--- src/rtl/barrier_gen_if.sv ---
// barrier_gen_if: scroll-rate/crash inputs and field outputs of the barrier generator
interface barrier_gen_if;
  logic tick;
  logic crash;
  logic [7:0][7:0] grid;
  logic [7:0] barrier;
  logic spawn;
  modport master (output tick, crash, input grid, barrier, spawn);
  modport slave (input tick, crash, output grid, barrier, spawn);
endinterface

--- src/rtl/barrier_gen.sv ---
// barrier_gen: scrolling barrier field with random gaps for the 8x8 LED array
module barrier_gen #(
  parameter int SCROLL_DIV = 4,
  parameter int SPACING = 4,
  parameter int GAP_W = 3,
  parameter logic [7:0] SEED = 8'hA5
) (
  input logic clk,
  input logic reset,
  barrier_gen_if.slave bus
);
  localparam int DW = SCROLL_DIV > 1 ? $clog2(SCROLL_DIV) : 1;
  localparam int SW = $clog2(SPACING);
  localparam int HI = 8 - GAP_W;
  logic [DW-1:0] div_cnt;
  logic [SW-1:0] space_cnt;
  logic [7:0] lfsr;
  logic [7:0][7:0] grid;
  logic spawn;
  logic adv, last, step, ins;
  logic [2:0] p_sub, p;
  logic [7:0] row;
  always_comb begin
    adv = bus.tick & ~bus.crash;
    last = div_cnt == DW'(SCROLL_DIV - 1);
    step = adv & last;
    ins = space_cnt == SW'(SPACING - 1);
    p_sub = lfsr[2:0] - 3'(9 - GAP_W);
    // wide gaps can overshoot after one fold; those land on the left edge
    p = lfsr[2:0] > 3'(HI) ? (p_sub > 3'(HI) ? 3'd0 : p_sub) : lfsr[2:0];
    row = ~(8'((1 << GAP_W) - 1) << p);
  end
  always_ff @(posedge clk) begin
    if (reset) begin
      div_cnt <= '0;
      space_cnt <= '0;
      lfsr <= SEED;
      grid <= '0;
      spawn <= 1'b0;
    end else begin
      spawn <= 1'b0;
      if (adv) div_cnt <= last ? '0 : div_cnt + 1'b1;
      if (step) begin
        grid <= {grid[6:0], ins ? row : 8'h00};
        space_cnt <= ins ? '0 : space_cnt + 1'b1;
        spawn <= ins;
        if (ins) lfsr <= {lfsr[6:0], lfsr[7] ^ lfsr[5] ^ lfsr[4] ^ lfsr[3]};
      end
    end
  end
  assign bus.grid = grid;
  assign bus.barrier = grid[7];
  assign bus.spawn = spawn;
endmodule

--- src/flat_wrapper.sv ---
// flat-port wrapper written by rule: the top's interface ports become plain ports
module barrier_gen_flat 
#(
  parameter int SCROLL_DIV = 4,
  parameter int SPACING = 4,
  parameter int GAP_W = 3,
  parameter logic [7:0] SEED = 8'hA5
)
  (clk, reset, bus_tick, bus_crash, bus_grid, bus_barrier, bus_spawn);
  barrier_gen_if bus_i ();
  input logic clk;
  input logic reset;
  input wire logic [$bits(bus_i.tick)-1:0] bus_tick;
  input wire logic [$bits(bus_i.crash)-1:0] bus_crash;
  output wire logic [$bits(bus_i.grid)-1:0] bus_grid;
  output wire logic [$bits(bus_i.barrier)-1:0] bus_barrier;
  output wire logic [$bits(bus_i.spawn)-1:0] bus_spawn;
  assign bus_i.tick = bus_tick;
  assign bus_i.crash = bus_crash;
  assign bus_grid = bus_i.grid;
  assign bus_barrier = bus_i.barrier;
  assign bus_spawn = bus_i.spawn;
  barrier_gen #(.SCROLL_DIV(SCROLL_DIV), .SPACING(SPACING), .GAP_W(GAP_W), .SEED(SEED)) u_core (.clk(clk), .reset(reset), .bus(bus_i));
endmodule
--- config.mk ---
export PLATFORM = sky130hd
export DESIGN_NAME = barrier_gen_flat
export DESIGN_NICKNAME = d
export VERILOG_FILES = /design/src/rtl/barrier_gen_if.sv /design/src/rtl/barrier_gen.sv /design/src/flat_wrapper.sv
export SDC_FILE = /design/constraint.sdc
export NUM_CORES = 1
export LEC_CHECK = 0
export ABC_AREA = 1
export CAP_MARGIN = 20
export CORE_UTILIZATION = 45
export CTS_BUF_LIST = sky130_fd_sc_hd__clkbuf_4
export CTS_CLUSTER_DIAMETER = 150
export DETAILED_ROUTE_END_ITERATION = 12
export PLACE_DENSITY = 0.74
export SYNTH_ARGS = -nofsm -noshare
export SYNTH_HDL_FRONTEND = slang
export SYNTH_SLANG_ARGS = --single-unit
--- constraint.sdc ---
create_clock -name clk -period 1.64 [get_ports clk]
set_input_delay 0.164 -clock clk [delete_from_list [all_inputs] [get_ports clk]]
set_output_delay 0.164 -clock clk [all_outputs]
set_load 0.03 [all_outputs]
==> results.cfg, run 1 <==
[die]
core-area_mm2 = 0.00642
die_area_mm2 = 0.00706
die_height_um = 84.0
placementRows = 29
io-pin-count = 77
initial_core_util = 0.471
die-width_um = 84.0

[pwr]
power.static_leakage_uw = 0.00201
power_density_mw_per_mm2 = 883
vdd.ir_drop.worst_uv = 465

[clocking]
tritoncts = built
hold_buffers = 0
cts_max_level = 3
cts_max_path_buffers = 2
clock_latency_ns = 0.41
cts_inserted_buffers = 9
numClockSinks = 77
clk_transition_reported_paths_ns = 0.11
cts_root_buf = sky130_fd_sc_hd__clkbuf_4

[worst_setup_path]
required_time_of_the_critical_path_ns = 1.94
r2r_start = u_core.lfsr[1]
critPathArrivalTime_ns = 1.94
crit_fanout = 5
critPathLaunchType = flop
worst_r2r_path_depth = 10
timing.rr.end = u_core.bus.grid[6]
setup.worst_path.end_class = flop
setup_crit_path_kind = reg2reg
reg2reg_setup_slack_ns = 0.008

[synthesis]
yosysWarnings = 0
synth_edf_count = 0
synth.yosys.seq_area_share = 0.509
syn_area_mm2 = 0.00303
netlist.top_cell.by_area = sky130_fd_sc_hd__dfxtp_1
synth_ff_type = sky130_fd_sc_hd__dfxtp_1
synth.top_cells.by_count = sky130_fd_sc_hd__nand2_1 (87), sky130_fd_sc_hd__dfxtp_1 (77), sky130_fd_sc_hd__nand3_1 (69)
seq_cells_post_synth = 77
synth_top_family_by_area = simple AND/OR/NAND/NOR gates
postSynth.asyncResetShare = 0
yosysTopAreaCellShare = 0.509
synth_fa_ha_area_frac = 0.0248
post_synth_main_area_contributors = sky130_fd_sc_hd__dfxtp_1 (51%), sky130_fd_sc_hd__nand3_1 (11%), sky130_fd_sc_hd__nand2_1 (11%)
postSynthCellCount = 385
yosys.area_share.simple = 0.245
synth_compound_area_frac = 0.137
post_synth_mux_area_share = 0
synth.net_count = 395
post_synth_xor_area_fraction = 0.00868
syn-mean-instance-area_um2 = 7.86
synth_most_common_cell = sky130_fd_sc_hd__nand2_1
yosysUniqueCellTypes = 23

[drt]
post_drt_via_cell_ratio = 5.35
initial_drt_pass_iterations = 8
route.top_layer_used = met4
drt_iter0_drc = 193
routed-via-count = 2830
routed_metal_1_wirelength_um = 3190
wirelength_routed_um = 7140
drt_drc_violations_left = 16
routed_length_on_met3_um = 494
wl_per_cell_um = 13.5
wl_met2_um = 3350
detail-route-antenna-nets = 0

[hold_path]
min_to = u_core.lfsr[5]
holdCritStartpoint = reset
worst_hold_path.num_cells = 3
hold_path.class = in2reg

[grt]
grt_first_pass_wirelength_um = 11700
grt.total_usage = 0.204
first_global_vias = 2554
maximum_number_of_pins_on_one_net_before_global_route_repair = 61
gr-total-overflow = 0
antenna_violations_before_repair = 0

[cells_and_area]
finish.net_count = 457
num-fill-cells = 581
layout_overhead_on_the_synthesized_area_pct = 33.3
finish.utilization = 0.629
post_layout_instance_count_excluding_filler_cells = 529
diodes = 0
drive_gt1_frac = 0.113

[job]
cap_violations = 0

[place]
placer_s_final_routability_congestion_estimate = 0.900
placed_cells = 512
io_buffer_count = 76
dp.final_hpwl_um = 4520

[timing]
timing.slew.headroom = 0.589
finalCriticalPeriod_ns = 1.63
worst_pin_slew_ns = 0.616
timing.final.crit_share = 0.995
finClkSkew_ns = 0.0121
timing.final.max_slew_violations = 0
timing.final.setup_violations = 0
max_freq_mhz = 613
timing_hold_violations_final = 0

[status]
run_status = finished with violations
violations = design-rule violations
[worst max path at each step]
| stage | start | end | slack (ns) |
|---|---|---|---|
| after global routing | u_core.lfsr[1] | u_core.bus.grid[4] | -0.06 |
| after floorplan | u_core.lfsr[1] | u_core.bus.grid[5] | 0.14 |
| after global placement | u_core.lfsr[1] | u_core.bus.grid[0] | 0.15 |
| after detailed placement | u_core.lfsr[2] | u_core.bus.grid[7] | 0.08 |
| final | u_core.lfsr[1] | u_core.bus.grid[6] | 0.008 |
| after CTS | u_core.bus.grid[39] | bus_grid[39] | 0.002 |
[layout by cell type, fill, tap and decap left out]
master,count
sky130_fd_sc_hd__o211ai_1,2
sky130_fd_sc_hd__nand2_4,1
sky130_fd_sc_hd__nand2_2,7
sky130_fd_sc_hd__o21ai_4,1
sky130_fd_sc_hd__nand3_1,68
sky130_fd_sc_hd__ha_2,1
sky130_fd_sc_hd__dfxtp_4,1
sky130_fd_sc_hd__o21ai_0,8
sky130_fd_sc_hd__nor2_2,2
sky130_fd_sc_hd__clkbuf_4,10
sky130_fd_sc_hd__buf_4,9
sky130_fd_sc_hd__dlygate4sd2_1,59
sky130_fd_sc_hd__a21oi_1,64
sky130_fd_sc_hd__clkdlybuf4s50_1,2
sky130_fd_sc_hd__nor2_4,2
sky130_fd_sc_hd__inv_1,10
sky130_fd_sc_hd__buf_2,1
sky130_fd_sc_hd__dfxtp_2,1
sky130_fd_sc_hd__o21ai_1,3
sky130_fd_sc_hd__o21ai_2,2
sky130_fd_sc_hd__dfxtp_1,75
sky130_fd_sc_hd__xnor2_1,1
sky130_fd_sc_hd__nand2_1,81
sky130_fd_sc_hd__inv_2,4
sky130_fd_sc_hd__ha_1,5
sky130_fd_sc_hd__dlymetal6s2s_1,14
sky130_fd_sc_hd__xor2_1,2
sky130_fd_sc_hd__clkinvlp_4,2
sky130_fd_sc_hd__nand3_2,1
sky130_fd_sc_hd__bufinv_16,4
sky130_fd_sc_hd__o211a_1,1
sky130_fd_sc_hd__buf_12,2
sky130_fd_sc_hd__nor2_1,4
sky130_fd_sc_hd__nor3_1,2
[critical path: stages, from the launching register on]
cell and delay [ns]:
sky130_fd_sc_hd__dfxtp_2 0.33, sky130_fd_sc_hd__buf_4 0.14, sky130_fd_sc_hd__ha_1 0.19, sky130_fd_sc_hd__inv_1 0.06
sky130_fd_sc_hd__nand2_2 0.07, sky130_fd_sc_hd__nand2_4 0.10, sky130_fd_sc_hd__nor2_2 0.04, sky130_fd_sc_hd__nor2_2 0.21
sky130_fd_sc_hd__nor2_1 0.13, sky130_fd_sc_hd__o21ai_1 0.18, sky130_fd_sc_hd__nand2_1 0.06
[layer usage]
metal	vias to the layer above	global-route usage
li1	1409	-
met1	1301	0.275
met2	106	0.320
met3	14	0.0396
met4	0	0.0815
met5	-	0
[cell families (layout without fill, tap and decap cells)]
group           Yosys count  in the layout
flops                    77             77
compound gates           81             81
xor+xnor                  3              3
fa+ha+maj                 6              6
simple gates            168            168
buf+inv                  50            117
[state kept, by name, indices dropped and copies added (netlist names)]
signal / flops
u_core.bus.grid: 56
u_core.bus.barrier: 8
u_core.lfsr: 8
u_core.div_cnt: 2
u_core.space_cnt: 2
u_core.bus.spawn: 1
[per-stage QoR]
step	setup WS (ns)	TNS (ns)	total power, uW	hold WS [ns]	cell area [um2]
final	0.00807	0	3570	0.136	4040
after detailed placement	0.0815	0	2010	0.449	3810
after global routing	-0.0640	-0.203	3690	0.140	4040
after global placement	0.149	0	2010	0.444	3810
after floorplan	0.141	0	1980	0.303	3030
after CTS	0.00189	0	3590	0.128	3940
[final cells by class]
cell class | count | area [um2] | share of cell area
Sequential cell | 77 | 1550 | 0.383
Timing Repair Buffer | 87 | 825 | 0.204
Inverter | 14 | 52.6 | 0.0130
Clock inverter | 6 | 135 | 0.0335
Clock buffer | 10 | 75.1 | 0.0186
Tap cell | 77 | 96.3 | 0.0239
Multi-Input combinational cell | 258 | 1310 | 0.324
[power by group]
group | internal, uW | total [uW] | switching, uW
clock network | 942 | 1600 | 654
logic | 24.4 | 95.6 | 71.2
registers | 1870 | 1870 | 2.43
total | 2840 | 3570 | 728
[what timing repair did]
action,CTS,global route
resized for setup,59,34
pin swaps,0,7
setup buffers,0,1
endpoints found under the setup margin,60,22
Power figures use the tool's default switching activity.
==> inputs of run 2 (changes only) <==
Settings changed: ABC_AREA 1 to unset, SLEW_MARGIN set to 0.
==> run 2 against run 1 <==
  * The run ends with negative setup slack left
  * Power decreased by 14%
  * Cell area increased by 8.9%
  * Die area increased by 3.0%
  * Final cell count increased by 3.6%
  * Non-clock buffer count increased by 23
  * Sequential share of layout area decreased by 3.1 points
  * Maximum frequency decreased by 1.8%
  * Critical endpoint is now u_core.bus.grid[5]
  * Largest power group unchanged
==> results.cfg, run 2 <==
[grt]
antenna_violations_before_repair = 0
gr-total-overflow = 0
first_global_vias = 2489
grt.total_usage = 0.197
maximum_number_of_pins_on_one_net_before_global_route_repair = 41
grt_first_pass_wirelength_um = 11500

[worst_setup_path]
critical_path.n_buffers_inverters = 2
crit_path_cell_trace = buf_6, ha_4, a21oi_4, nor2b_4, buf_6, a211oi_1, nor3_1, o21ai_1
max_stage_delay_ns = 0.41
critical-path-top-delay-family = compound AO/OA/AOI/OAI gates
crit_slowest_cell = sky130_fd_sc_hd__dfxtp_4
critPathLaunchType = flop
setup_crit_path_kind = reg2reg
worst_path_most_repeated_cell = sky130_fd_sc_hd__buf_6
critPathArrivalTime_ns = 1.99
required_time_of_the_critical_path_ns = 1.97
setup.worst_path.end_class = flop
crit_fanout = 5

[status]
violations = negative setup slack
run_status = finished with violations

[drt]
drt_drc_violations_left = 0
wirelength_routed_um = 7290
drt_iter0_drc = 152
routed-via-count = 2832
post_drt_via_cell_ratio = 5.17
detail-route-antenna-nets = 0
initial_drt_pass_iterations = 4
wl_per_cell_um = 13.3

[cells_and_area]
seqCellArea_mm2 = 0.00155
largest_reg_flops = 56
num-fill-cells = 548
layout_common_cells = sky130_fd_sc_hd__nand2_1 (134), sky130_fd_sc_hd__dfxtp_1 (75), sky130_fd_sc_hd__a21oi_1 (65)
finish.net_count = 476
layout_overhead_on_the_synthesized_area_pct = 40.9
multi_input_area_mm2 = 0.00147
post_layout_instance_count_excluding_filler_cells = 548
drive_gt1_frac = 0.172
diodes = 0
mostFrequentLayoutCell = sky130_fd_sc_hd__nand2_1
regMostFlops = u_core.bus.grid
stdcell_area_mm2 = 0.00440

[clocking]
cts_max_level = 3
cts_root_buf = sky130_fd_sc_hd__clkbuf_4
clk_transition_reported_paths_ns = 0.12
clock_latency_ns = 0.39
cts_inserted_buffers = 9
numClockSinks = 77
tritoncts = built
hold_buffers = 0
cts_max_path_buffers = 2

[timing]
worst_pin_slew_ns = 0.348
timing.slew.headroom = 0.767
timing.final.max_slew_violations = 0
timing_hold_violations_final = 0
finalCriticalPeriod_ns = 1.66
timing.final.setup_violations = 1
finClkSkew_ns = 0.0106
max_freq_mhz = 602
timing.final.crit_share = 1.01
rsz0062_at_grt = yes
setup_slack_ns = -0.0218

[pwr]
power_density_mw_per_mm2 = 694
fin_total_pwr_uw = 3050
power.static_leakage_uw = 0.00241
vdd.ir_drop.worst_uv = 542

[synthesis]
yosysTopAreaCellShare = 0.494
netlist.top_cell.by_area = sky130_fd_sc_hd__dfxtp_1
synth.yosys.seq_area_share = 0.494
synth_edf_count = 0
syn_area_mm2 = 0.00312
seq_cells_post_synth = 77
yosysUniqueCellTypes = 39
postSynthCellCount = 380
synth_ff_type = sky130_fd_sc_hd__dfxtp_1
post_synth_main_area_contributors = sky130_fd_sc_hd__dfxtp_1 (49%), sky130_fd_sc_hd__nand2_1 (16%), sky130_fd_sc_hd__a21oi_1 (11%)
synth.net_count = 390
yosysWarnings = 0
postSynth.asyncResetShare = 0
syn-mean-instance-area_um2 = 8.21
synth_most_common_cell = sky130_fd_sc_hd__nand2_1
synth.top_cells.by_count = sky130_fd_sc_hd__nand2_1 (135), sky130_fd_sc_hd__dfxtp_1 (77), sky130_fd_sc_hd__a21oi_1 (68)

[place]
dp.final_hpwl_um = 4830
placed_cells = 523
place_area_mm2 = 0.00399
placer_s_final_routability_congestion_estimate = 0.779
io_buffer_count = 76

[die]
core-area_mm2 = 0.00653
initial_core_util = 0.478
die_height_um = 85.3
io-pin-count = 77
die-width_um = 85.3
placementRows = 29
die_area_mm2 = 0.00727

[hold_path]
hold_path.class = in2reg

[job]
cap_violations = 0
## run 2: cell types whose count changed after synthesis, sizes merged, moves of 3 or more
cell and delta:
nand2 +47, buf +5, inv -11, clkbuf -6
a21oi +7, nand3b +3, nor2b +3, o21ai -8
nand3 -68
## run 2: logic make-up (layout without fill, tap and decap cells)
logic type               count (synthesis)  in the layout  synth area share
adder cells (fa/ha/maj)                  6              6            0.0241
AND/OR/NAND/NOR                        161            161             0.211
buffers and inverters                   38            129            0.0798
AO/OA/AOI/OAI                           93             93             0.176
flip-flops                              77             77             0.494
multiplexers                             2              2           0.00642
XOR/XNOR                                 3              3           0.00842
## run 2: final timing paths
check	start	to	slack [ns]	cells past startpoint
max	u_core.lfsr[2]	u_core.bus.grid[5]	-0.02	8
min	reset	u_core.bus.grid[20]	0.08	2
max reg2reg	u_core.lfsr[2]	u_core.bus.grid[5]	-0.02	8
min reg2reg	u_core.bus.barrier[1]	u_core.bus.barrier[1]	0.47	2
## run 2: layout make-up
| type | count | share of cell area |
|---|---|---|
| flip-flops and latches | 77 | 0.352 |
| multi-input cells | 265 | 0.333 |
| repair buffers | 110 | 0.257 |
| well taps | 77 | 0.0219 |
| clock buffers | 10 | 0.0171 |
| clock inverters | 6 | 0.0145 |
| inverters | 3 | 0.00370 |
## run 2: per-layer routing
metal	track usage	vias to the layer above	routed length, um
li1	-	1420	-
met1	0.248	1308	3260
met2	0.332	92	3480
met3	0.0477	12	454
met4	0.0682	0	106
met5	0	-	0
## run 2: timing repair
item,4_1_cts,5_1_grt
resized for setup,42,58
setup endpoints to repair,35,50
gates cloned,0,0
setup buffers,7,3
pin swaps,5,13
## run 2: report_power, final
| part | switching (uW) | internal (uW) | total [uW] |
|---|---|---|---|
| logic | 38.3 | 18.6 | 57.0 |
| clock network | 645 | 480 | 1130 |
| registers | 1.88 | 1870 | 1870 |
| total | 685 | 2370 | 3050 |
## run 2: stage by stage
| step | setup TNS [ns] | util | setup WS (ns) | hold WS (ns) |
|---|---|---|---|---|
| 2_1_floorplan | 0 | - | 0.0148 | 0.269 |
| 3_3_place_gp | -0.0427 | 0.610 | -0.0409 | 0.444 |
| 3_5_place_dp | -0.0974 | 0.610 | -0.0462 | 0.460 |
| 4_1_cts | 0 | 0.642 | -0.000000888 | 0.0506 |
| 5_1_grt | -0.240 | 0.673 | -0.0862 | 0.0770 |
| 6_report | -0.0218 | 0.673 | -0.0218 | 0.0759 |
## run 2: worst register-to-register path: stages (launching register included)
cell and delay, ns:
sky130_fd_sc_hd__dfxtp_4 0.41, sky130_fd_sc_hd__buf_6 0.13, sky130_fd_sc_hd__ha_4 0.16, sky130_fd_sc_hd__a21oi_4 0.22, sky130_fd_sc_hd__nor2b_4 0.09, sky130_fd_sc_hd__buf_6 0.12, sky130_fd_sc_hd__a211oi_1 0.28, sky130_fd_sc_hd__nor3_1 0.08
sky130_fd_sc_hd__o21ai_1 0.11
==> inputs of run 3 (changes only) <==
Settings changed: GPL_ROUTABILITY_DRIVEN set to 0, PLACE_DENSITY 0.74 to 0.71.
==> run 3 against run 2 <==
  * The run now ends clean
  * First-iteration DRC count shrank 29%
  * Worst hold slack better by 0.033 ns
  * Cell area down 3.5%
  * Clock skew is 0.0015 ns higher
  * Largest cell class unchanged
  * Highest routed layer unchanged
==> results.cfg, run 3 (synthesized netlist as in run 2, its figures left out) <==
[timing]
timing.final.max_slew_violations = 0
timing.final.crit_share = 0.989
timing.slew.headroom = 0.770
setup_slack_ns = 0.0185
max_freq_mhz = 617
timing.final.setup_violations = 0
worst_pin_slew_ns = 0.346
finClkSkew_ns = 0.0121
rsz0062_at_grt = yes
finalCriticalPeriod_ns = 1.62
setup_tns_ns = 0
timing_hold_violations_final = 0

[die]
initial_core_util = 0.478
core-area_mm2 = 0.00653
die_area_mm2 = 0.00727
die-width_um = 85.3
placementRows = 29
die_height_um = 85.3
io-pin-count = 77

[drt]
drt_drc_violations_left = 0
detail-route-antenna-nets = 0
routed_length_on_met3_um = 412
wl_per_cell_um = 13.2
routed_metal_1_wirelength_um = 3290
initial_drt_pass_iterations = 4
wl_met2_um = 3430
wirelength_routed_um = 7190
drt_iter0_drc = 108
route.top_layer_used = met4
routed-via-count = 2782
post_drt_via_cell_ratio = 5.10

[worst_setup_path]
setup_crit_path_kind = reg2reg
timing.rr.end = u_core.bus.grid[5]
crit_slowest_cell = sky130_fd_sc_hd__dfxtp_4
critical-path-top-delay-family = compound AO/OA/AOI/OAI gates
max_stage_delay_ns = 0.38
crit_path_cell_trace = buf_6, ha_4, a21oi_4, buf_6, nand2b_4, a21oi_2, nor3_1, o21ai_1
critical_path.n_buffers_inverters = 2
timing.critical_path.depth = 8
r2r_start = u_core.lfsr[2]
worst_r2r_path_depth = 8
worst_path_most_repeated_cell = sky130_fd_sc_hd__buf_6
required_time_of_the_critical_path_ns = 1.94
setup.worst_path.end_class = flop
critPathLaunchType = flop
crit_fanout = 6
reg2reg_setup_slack_ns = 0.02
critPathArrivalTime_ns = 1.92

[place]
place_area_mm2 = 0.00401
pre_cts_slack_ns = 0.0199
placed_cells = 523
dp.final_hpwl_um = 4850
io_buffer_count = 76

[cells_and_area]
layout_overhead_on_the_synthesized_area_pct = 36.0
regMostFlops = u_core.bus.grid
mostFrequentLayoutCell = sky130_fd_sc_hd__nand2_1
multi_input_area_mm2 = 0.00144
diodes = 0
seqCellArea_mm2 = 0.00155
drive_gt1_frac = 0.160
largest_reg_flops = 56
stdcell_area_mm2 = 0.00424
num-fill-cells = 603
layout_common_cells = sky130_fd_sc_hd__nand2_1 (134), sky130_fd_sc_hd__dfxtp_1 (74), sky130_fd_sc_hd__a21oi_1 (66)
post_layout_instance_count_excluding_filler_cells = 545
finish.net_count = 473

[clocking]
clk_transition_reported_paths_ns = 0.11
hold_buffers = 0
numClockSinks = 77
cts_root_buf = sky130_fd_sc_hd__clkbuf_4
cts_max_path_buffers = 2
tritoncts = built
clock_latency_ns = 0.41
cts_inserted_buffers = 9
cts_max_level = 3

[hold_path]
hold_path.class = in2reg
min_to = u_core.bus.grid[7]
worst_hold_path.num_cells = 2
holdCritStartpoint = reset

[grt]
first_global_vias = 2440
antenna_violations_before_repair = 0
grt.total_usage = 0.197
grt_first_pass_wirelength_um = 11400
gr-total-overflow = 0
maximum_number_of_pins_on_one_net_before_global_route_repair = 49

[pwr]
power_density_mw_per_mm2 = 711
power.static_leakage_uw = 0.00197
vdd.ir_drop.worst_uv = 655

[status]
run_status = finished clean

[job]
cap_violations = 0
run 3: cell count changes in the layout (fill, tap and decap cells not counted), sizes merged:
| cell | change |
|---|---|
| dlygate4sd2 | +31 |
| dlymetal6s2s | -31 |
| buf | -4 |
| clkinvlp | +1 |
run 3: area by class of cell:
class	instances	area share
Clock buffer	9	0.0159
Clock inverter	7	0.0156
Inverter	3	0.00324
Multi-Input combinational cell	265	0.339
Sequential cell	77	0.365
Tap cell	77	0.0227
Timing Repair Buffer	107	0.238
run 3: metrics by stage:
| step | hold WS, ns | utilization | power (uW) |
|---|---|---|---|
| after floorplan | 0.269 | - | 1960 |
| after global placement | 0.448 | 0.614 | 1980 |
| after detailed placement | 0.450 | 0.614 | 1980 |
| after CTS | 0.0871 | 0.624 | 3050 |
| after global routing | 0.0943 | 0.650 | 3140 |
| final | 0.109 | 0.650 | 3020 |
run 3: timing repair:
action	CTS	global route
resized for setup	63	28
endpoints found under the setup margin	69	24
cloned	0	1
pin swaps	1	15
buffers inserted	1	4
run 3: report_power, final:
part / internal, uW / switching [uW]
Clock: 454 / 632
Sequential: 1870 / 2.07
Combinational: 20.5 / 39.7
Total: 2340 / 674
run 3: worst max path at each step:
stage	startpoint	to	slack [ns]
6_report	u_core.lfsr[2]	u_core.bus.grid[5]	0.02
5_1_grt	u_core.lfsr[2]	u_core.bus.grid[7]	-0.07
4_1_cts	u_core.lfsr[2]	u_core.bus.grid[3]	-0.009
3_5_place_dp	u_core.lfsr[1]	u_core.bus.grid[7]	0.02
3_3_place_gp	bus_crash	u_core.lfsr[2]	0.03
2_1_floorplan	u_core.lfsr[1]	u_core.bus.grid[1]	0.01
run 3: per-layer routing:
layer / up-vias / track usage
met4: 0 / 0.0409
met2: 80 / 0.332
met5: - / 0
li1: 1417 / -
met3: 6 / 0.0661
met1: 1279 / 0.246
